--- src/rtl/i2c_target_regfile.sv ---
// I2C target with a byte-wide register file and a write sideband strobe.
// Auto-incrementing writes and reads behind an 8-bit register pointer.
//
// Ports:
//   aclk, aresetn  system clock, async active-low reset
//   SCL_I, SDA_I   bus levels (oversampled on aclk)
//   SDA_O, SDA_T   open-drain SDA: O is tied 0, T=1 releases the line
//   busy           device address matched, until STOP or next START
//   wr_valid       one-cycle pulse per byte written, with wr_addr/wr_data
module i2c_target_regfile #(
  parameter logic [6:0] P_DEV_ADDR  = 7'h41,
  parameter int         P_MEM_DEPTH = 256,
  parameter int         P_FILTER    = 2
) (
  input  logic       aclk,
  input  logic       aresetn,
  input  logic       SCL_I,
  input  logic       SDA_I,
  output logic       SDA_O,
  output logic       SDA_T,
  output logic       busy,
  output logic       wr_valid,
  output logic [7:0] wr_addr,
  output logic [7:0] wr_data
);

  localparam int AW = (P_MEM_DEPTH > 1) ? $clog2(P_MEM_DEPTH) : 1;
  localparam int CW = $clog2(P_FILTER + 1);

  typedef enum logic [3:0] {
    IDLE, DEV, DEV_ACK, REG, REG_ACK,
    WR, WR_ACK, RD, RD_ACK, WAIT
  } state_t;

  // index 0 = SCL, index 1 = SDA
  logic [1:0]         s1, s2, filt, prev;
  logic [1:0][CW-1:0] cnt;

  always_ff @(posedge aclk or negedge aresetn) begin
    if (!aresetn) begin
      s1   <= '1;
      s2   <= '1;
      filt <= '1;
      prev <= '1;
      cnt  <= '0;
    end else begin
      s1   <= {SDA_I, SCL_I};
      s2   <= s1;
      prev <= filt;
      for (int i = 0; i < 2; i++) begin
        if (s2[i] != filt[i]) begin
          if (cnt[i] == CW'(P_FILTER - 1)) begin
            filt[i] <= s2[i];
            cnt[i]  <= '0;
          end else begin
            cnt[i] <= cnt[i] + 1'b1;
          end
        end else begin
          cnt[i] <= '0;
        end
      end
    end
  end

  logic scl_rise, scl_fall, start_c, stop_c;

  assign scl_rise = filt[0] & ~prev[0];
  assign scl_fall = ~filt[0] & prev[0];
  assign start_c  = filt[0] & prev[0] & prev[1] & ~filt[1];
  assign stop_c   = filt[0] & prev[0] & ~prev[1] & filt[1];

  state_t        state;
  logic [3:0]    bit_cnt;
  logic [7:0]    shreg;
  logic          rw;
  logic [AW-1:0] ptr;
  logic [7:0]    mem [P_MEM_DEPTH];
  logic [7:0]    rx_byte;
  logic [7:0]    rd_byte;

  assign rx_byte = {shreg[6:0], filt[1]};
  assign rd_byte = mem[ptr];
  assign SDA_O   = 1'b0;

  // Array write trails the strobe by one cycle; nothing reads
  // that location within the following SCL period.
  always_ff @(posedge aclk) begin
    if (wr_valid) mem[wr_addr[AW-1:0]] <= wr_data;
  end

  // bit_cnt: 0..8 data bits, 8/9 bracket the ACK clock in *_ACK.
  always_ff @(posedge aclk or negedge aresetn) begin
    if (!aresetn) begin
      state    <= IDLE;
      bit_cnt  <= '0;
      shreg    <= '0;
      rw       <= 1'b0;
      ptr      <= '0;
      SDA_T    <= 1'b1;
      busy     <= 1'b0;
      wr_valid <= 1'b0;
      wr_addr  <= '0;
      wr_data  <= '0;
    end else begin
      wr_valid <= 1'b0;
      if (start_c) begin
        state   <= DEV;
        bit_cnt <= '0;
        SDA_T   <= 1'b1;
        busy    <= 1'b0;
      end else if (stop_c) begin
        state   <= IDLE;
        bit_cnt <= '0;
        SDA_T   <= 1'b1;
        busy    <= 1'b0;
      end else if (scl_rise) begin
        unique case (state)
          DEV: begin
            shreg   <= rx_byte;
            bit_cnt <= bit_cnt + 4'd1;
            if (bit_cnt == 4'd7) begin
              if (rx_byte[7:1] == P_DEV_ADDR) begin
                state <= DEV_ACK;
                busy  <= 1'b1;
                rw    <= rx_byte[0];
              end else begin
                state <= WAIT;
              end
            end
          end
          REG: begin
            shreg   <= rx_byte;
            bit_cnt <= bit_cnt + 4'd1;
            if (bit_cnt == 4'd7) begin
              ptr   <= rx_byte[AW-1:0];
              state <= REG_ACK;
            end
          end
          WR: begin
            shreg   <= rx_byte;
            bit_cnt <= bit_cnt + 4'd1;
            if (bit_cnt == 4'd7) begin
              wr_valid <= 1'b1;
              wr_addr  <= 8'(ptr);
              wr_data  <= rx_byte;
              ptr      <= ptr + 1'b1;
              state    <= WR_ACK;
            end
          end
          DEV_ACK, REG_ACK, WR_ACK: bit_cnt <= 4'd9;
          RD: bit_cnt <= bit_cnt + 4'd1;
          RD_ACK: begin
            if (filt[1]) begin
              state <= WAIT;
            end else begin
              ptr     <= ptr + 1'b1;
              bit_cnt <= 4'd9;
            end
          end
          default: ;
        endcase
      end else if (scl_fall) begin
        unique case (state)
          DEV_ACK, REG_ACK, WR_ACK: begin
            if (bit_cnt == 4'd8) begin
              SDA_T <= 1'b0;
            end else if (bit_cnt == 4'd9) begin
              SDA_T   <= 1'b1;
              bit_cnt <= '0;
              state   <= WR;
              if (state == DEV_ACK) begin
                if (rw) begin
                  state <= RD;
                  shreg <= rd_byte;
                  SDA_T <= rd_byte[7];
                end else begin
                  state <= REG;
                end
              end
            end
          end
          RD: begin
            if (bit_cnt == 4'd8) begin
              SDA_T <= 1'b1;
              state <= RD_ACK;
            end else if (bit_cnt != 4'd0) begin
              SDA_T <= shreg[6];
              shreg <= {shreg[6:0], 1'b0};
            end
          end
          RD_ACK: begin
            if (bit_cnt == 4'd9) begin
              state   <= RD;
              bit_cnt <= '0;
              shreg   <= rd_byte;
              SDA_T   <= rd_byte[7];
            end
          end
          default: ;
        endcase
      end
    end
  end

endmodule

--- config.mk ---
export PLATFORM = sky130hd
export DESIGN_NAME = i2c_target_regfile
export DESIGN_NICKNAME = d
export VERILOG_FILES = /design/src/rtl/i2c_target_regfile.sv
export SDC_FILE = /design/constraint.sdc
export NUM_CORES = 2
export LEC_CHECK = 0
export ABC_AREA = 1
export CAP_MARGIN = 25
export CORE_MARGIN = 4
export CORE_UTILIZATION = 50
export CTS_BUF_LIST = sky130_fd_sc_hd__clkbuf_4 sky130_fd_sc_hd__clkbuf_8
export DETAILED_ROUTE_END_ITERATION = 12
export PLACE_DENSITY = 0.65
export SETUP_SLACK_MARGIN = 0.5
export SKIP_LAST_GASP = 1
export SYNTH_ARGS = -nofsm -noshare
export SYNTH_HDL_FRONTEND = slang
export SYNTH_SLANG_ARGS = --single-unit
--- constraint.sdc ---
create_clock -name aclk -period 4.4 [get_ports aclk]
set_input_delay 0.88 -clock aclk [delete_from_list [all_inputs] [get_ports aclk]]
set_output_delay 0.88 -clock aclk [all_outputs]
set_load 0.02 [all_outputs]
* Word-level counts from Yosys, hierarchy flattened *
Memories as Yosys holds them, arrays and structs flattened.
Cells that the tools add are included.

operators by class
  add/sub/neg operators = 4
  multiplexer cells = 70
  reductions and logical operators = 27
  equality and inequality tests = 41
  bitwise gates (word level) = 13

operators by type and width
  operator             count
  $mux 4               20
  $mux 7               10
  $ne 5x5->1 const B   11
  $mux 1               24
  $mux 8               3
  $pmux 4 s3           2
  $pmux 8 s3           1
  $ne 3x3->1 const B   7
  $pmux 7 s3           1
  $eq 4x3->1 const B   5
  $reduce_bool 3->1    6
  $pmux 4 s4           1
  $reduce_bool 5->1    3
  $eq 4x4->1 const B   3
  $reduce_and 12->1    1
  $reduce_and 6->1     2
  $reduce_bool 4->1    3
  $reduce_and 11->1    1
  $reduce_and 5->1     2
  $add 8x1->8 const B  1
  $eq 4x2->1 const B   2
  $mux 2               4
  $ne 2x2->1 const B   4
  $pmux 4 s2           1
  20 further kinds     37

storage, ports and cells
  bits of input ports = 4
  bits in writable memories = 2048
  memories = 1
  output and inout port bits = 20
  register bits = 55

memory list
  memory  words  bits a word  rd ports  clocked after Yosys merged registers in  wr ports  RTL line  text
  mem     256    8            1         0                                        1         77        logic [7:0] mem [P_MEM_DEPTH];

* Logic depth before layout (Yosys ltp) *
An unclocked memory read counts as a cell.

  depth after elaboration = 10
  mapped depth = 19
  depth with buffers taken out = 16

* Worst setup path before layout *
Ideal clock, no wire load.

  kind = reg2out
  start = register wr_data[0]
  end = output port wr_data[0]
  data arrival time = 3.302 ns
  required time = 3.520 ns
  path slack = 0.218 ns
  stages on the path, launching flop included = 1
  path through = dfrtp_1

RTL lines
  what                    RTL line  text
  from (decl)             24        output logic [7:0] wr_data
  from (signal assigned)  145       wr_data <= rx_byte;

No word-level cell between the ends.

* Worst setup path after layout *
  start = register wr_data[6]
  end = output port wr_data[6]

No word-level cell between the ends.

==> metrics <==
CTS tree done; antenna-violating nets left 0; die area 0.178 mm²; CP Class flip-flop to primary output; Slew HR 25.7%; Final TNS setup 0 ns; Yosys top cell area share 71.7%; RSZ-0062 raised after global routing no; area of the mapped netlist 0.0857 mm²; vias in the first global route 54600; layout cell share with drive strength beyond 1 9.33%; period utilization 82.4%; WP data arrival 2.75 ns; gr ovfl total 0; DR vias/cell 5.90; type of origin of the critical path flip-flop; status complete, no violations; slowest cell delay on critical path 0.91 ns; Post-CTS Setup Repair Bufs 0; # setup viols final 0; IO buf count 22; Setup Skew 0.0894 ns; CP Buf/Inv Count 1; crit-path cells clkdlybuf4s50_1; vias 57000; cell with the most instances after synthesis edfxtp_1; Num Clock Sinks 2103; area leader, netlist edfxtp_1; number of buffers created by CTS 349; dpl cells 9051; IO Count 24; global-route wire length before repair 351000 µm; Top Family by Delay on Critical Path flip-flops; top_reg_cell synth edfxtp_1; Synth area leaders edfxtp_1 (72%), nor2_1 (7.2%), o21ai_0 (5.4%); DPL Wire Length 132000 µm; Slew Limit Fails 0; Synth Instances 7148; Initial Util 50.5%; Cell Rows 151; Util after Layout 55.6%; Core Region 0.170 mm²; f_max 276 MHz; initial DRC count 7122; Final nets 7198; worst hold slack 0.257 ns; Leak Pwr 36.7 nW; Total Power 54.9 mW; CP Data Required Time 3.52 ns; clk root buf clkbuf_8; CP endpoint kind primary output; mean area per synthesized cell 12.0 µm²; GRT Util Overall 26.1%; clk slew on worst S/H paths 0.06 ns; Max-Cap Viols 0; RePlAce Congestion 0.913; Critical-path top delay cell dfrtp_4; Mapped Nets 7159; placed cell area 0.0880 mm²; DRT Wirelength 237000 µm; largest net degree at the start of global routing 171; commonest cells in the netlist edfxtp_1 (2048), nor2_1 (1641), o21ai_0 (923); asr flop ratio synth 2.62%; Horiz. Die Dim 422 µm; yosys warns 0; DR pass1 iterations 6; initial antenna violation count 2; Area growth syn-to-layout 10.1%; Cell variety after synth 43; post-synthesis sequential area ratio 73.4%; Non-Filler Instances 9648; power density over the cells 581 mW/mm²; H-tree depth 5; Worst IR Drop VDD 0.825 mV; FF+latch count, synth 2103; Finished Cell Area 0.0944 mm²; worst hold path class input port to flip-flop; clk_lat worst skew 1.06 ns; number of synthesized flops with an enable pin 2048; final hold vios 0; Die Ht 422 µm; residual DRC count 0; actual slew at the worst max-slew pin 1.11 ns; Wirelength per Cell 24.5 µm; fin crit period 3.63 ns; CTS max path bufs 4; pre-CTS WS 0.990 ns; CP max FO 54; slack of the critical path 0.774 ns
==> worst register-to-register path, delay by kind of cell (launching register included) <==
kind	cells	cell delay (ns)
DFF	1	0.75
and+or+nand+nor	9	0.96
AOI/OAI and AO/OA	3	0.83
buffers and inverters	2	0.88
==> layout by cell type, fill, tap and decap left out, types with 20 or more instances in the layout <==
cell type | netlist | final
o22ai_1 | 105 | 105
clkbuf_8 | 0 | 356
dfrtp_1 | 46 | 34
o211ai_1 | 222 | 222
o21ai_0 | 923 | 923
clkdlybuf4s50_1 | 0 | 20
clkinv_2 | 0 | 27
inv_1 | 168 | 164
buf_4 | 41 | 99
nand2_1 | 810 | 808
edfxtp_1 | 2048 | 2048
clkinv_1 | 6 | 89
clkbuf_4 | 0 | 117
buf_12 | 0 | 40
a21oi_1 | 113 | 113
o21ai_1 | 99 | 99
nand3_1 | 407 | 407
nor2_1 | 1641 | 1639
==> routing by layer <==
layer  vias up  share of wire (%)  GRT usage [%]
met5         -                  0              0
met4         0                3.6           9.95
met3       500                 10           6.58
met2      2883                 45           39.5
met1     28000                 41           36.6
li1      25600                  -              -
==> sequential cells by signal, indices dropped and copies added (netlist names) <==
register and count:
wr_data 8, cnt 4, ptr 8, shreg 7, bit_cnt 4, SDA_T 1
rw 1, s1 2, busy 1, filt 2, prev 2, s2 2
wr_addr 8, state 4, mem 2048, wr_valid 1
==> report_power, final <==
part / leakage (nW) / switching (mW) / internal (mW) / total, mW
combinational: 8.74 / 11.8 / 4.71 / 16.5
clock: 3.39 / 7.50 / 8.67 / 16.2
sequential: 24.5 / 0.396 / 21.8 / 22.2
total: 36.7 / 19.7 / 35.2 / 54.9
==> cells by family after synthesis <==
family	share of synthesized area, %
AOI/OAI and AO/OA	9.55
xor gates and xnor gates	0.0613
adders and majority gates	0.102
buffers and inverters	3.58
DFF	73.4
other	0.00437
and+or+nand+nor	13.4
==> final cells by class <==
type | instances | area [µm²]
Clock inverter | 117 | 591
Sequential cell | 2103 | 62900
Fill cell | 13900 | 75400
Antenna cell | 4 | 10.0
Timing Repair Buffer | 164 | 1830
Tap cell | 2218 | 2780
Inverter | 178 | 702
Multi-Input combinational cell | 4391 | 19800
Clock buffer | 473 | 5780
==> repair_timing <==
action	CTS	global route
resized for setup	0	1
hold buffers	1	0
endpoints found under the setup margin	0	1
endpoints found under the hold margin	27	0
==> final timing paths <==
check | startpoint | endpoint | depth (start not counted) | slack, ns
worst min-delay path | SDA_I | s1[1]$_DFF_PN1_ | 1 | 0.26
worst min register to register | s1[1]$_DFF_PN1_ | s2[1]$_DFF_PN1_ | 0 | 0.36
worst max register to register | ptr[0]$_DFFE_PN0P_ | shreg[2]$_DFFE_PN0P_ | 14 | 0.93
max in group asynchronous | aresetn | wr_addr[1]$_DFFE_PN0P_ | 3 | 2.88
worst max-delay path | wr_data[6]$_DFFE_PN0P_ | wr_data[6] | 1 | 0.77
min in group asynchronous | aresetn | wr_data[0]$_DFFE_PN0P_ | 2 | 0.55
Power figures use the tool's default switching activity.
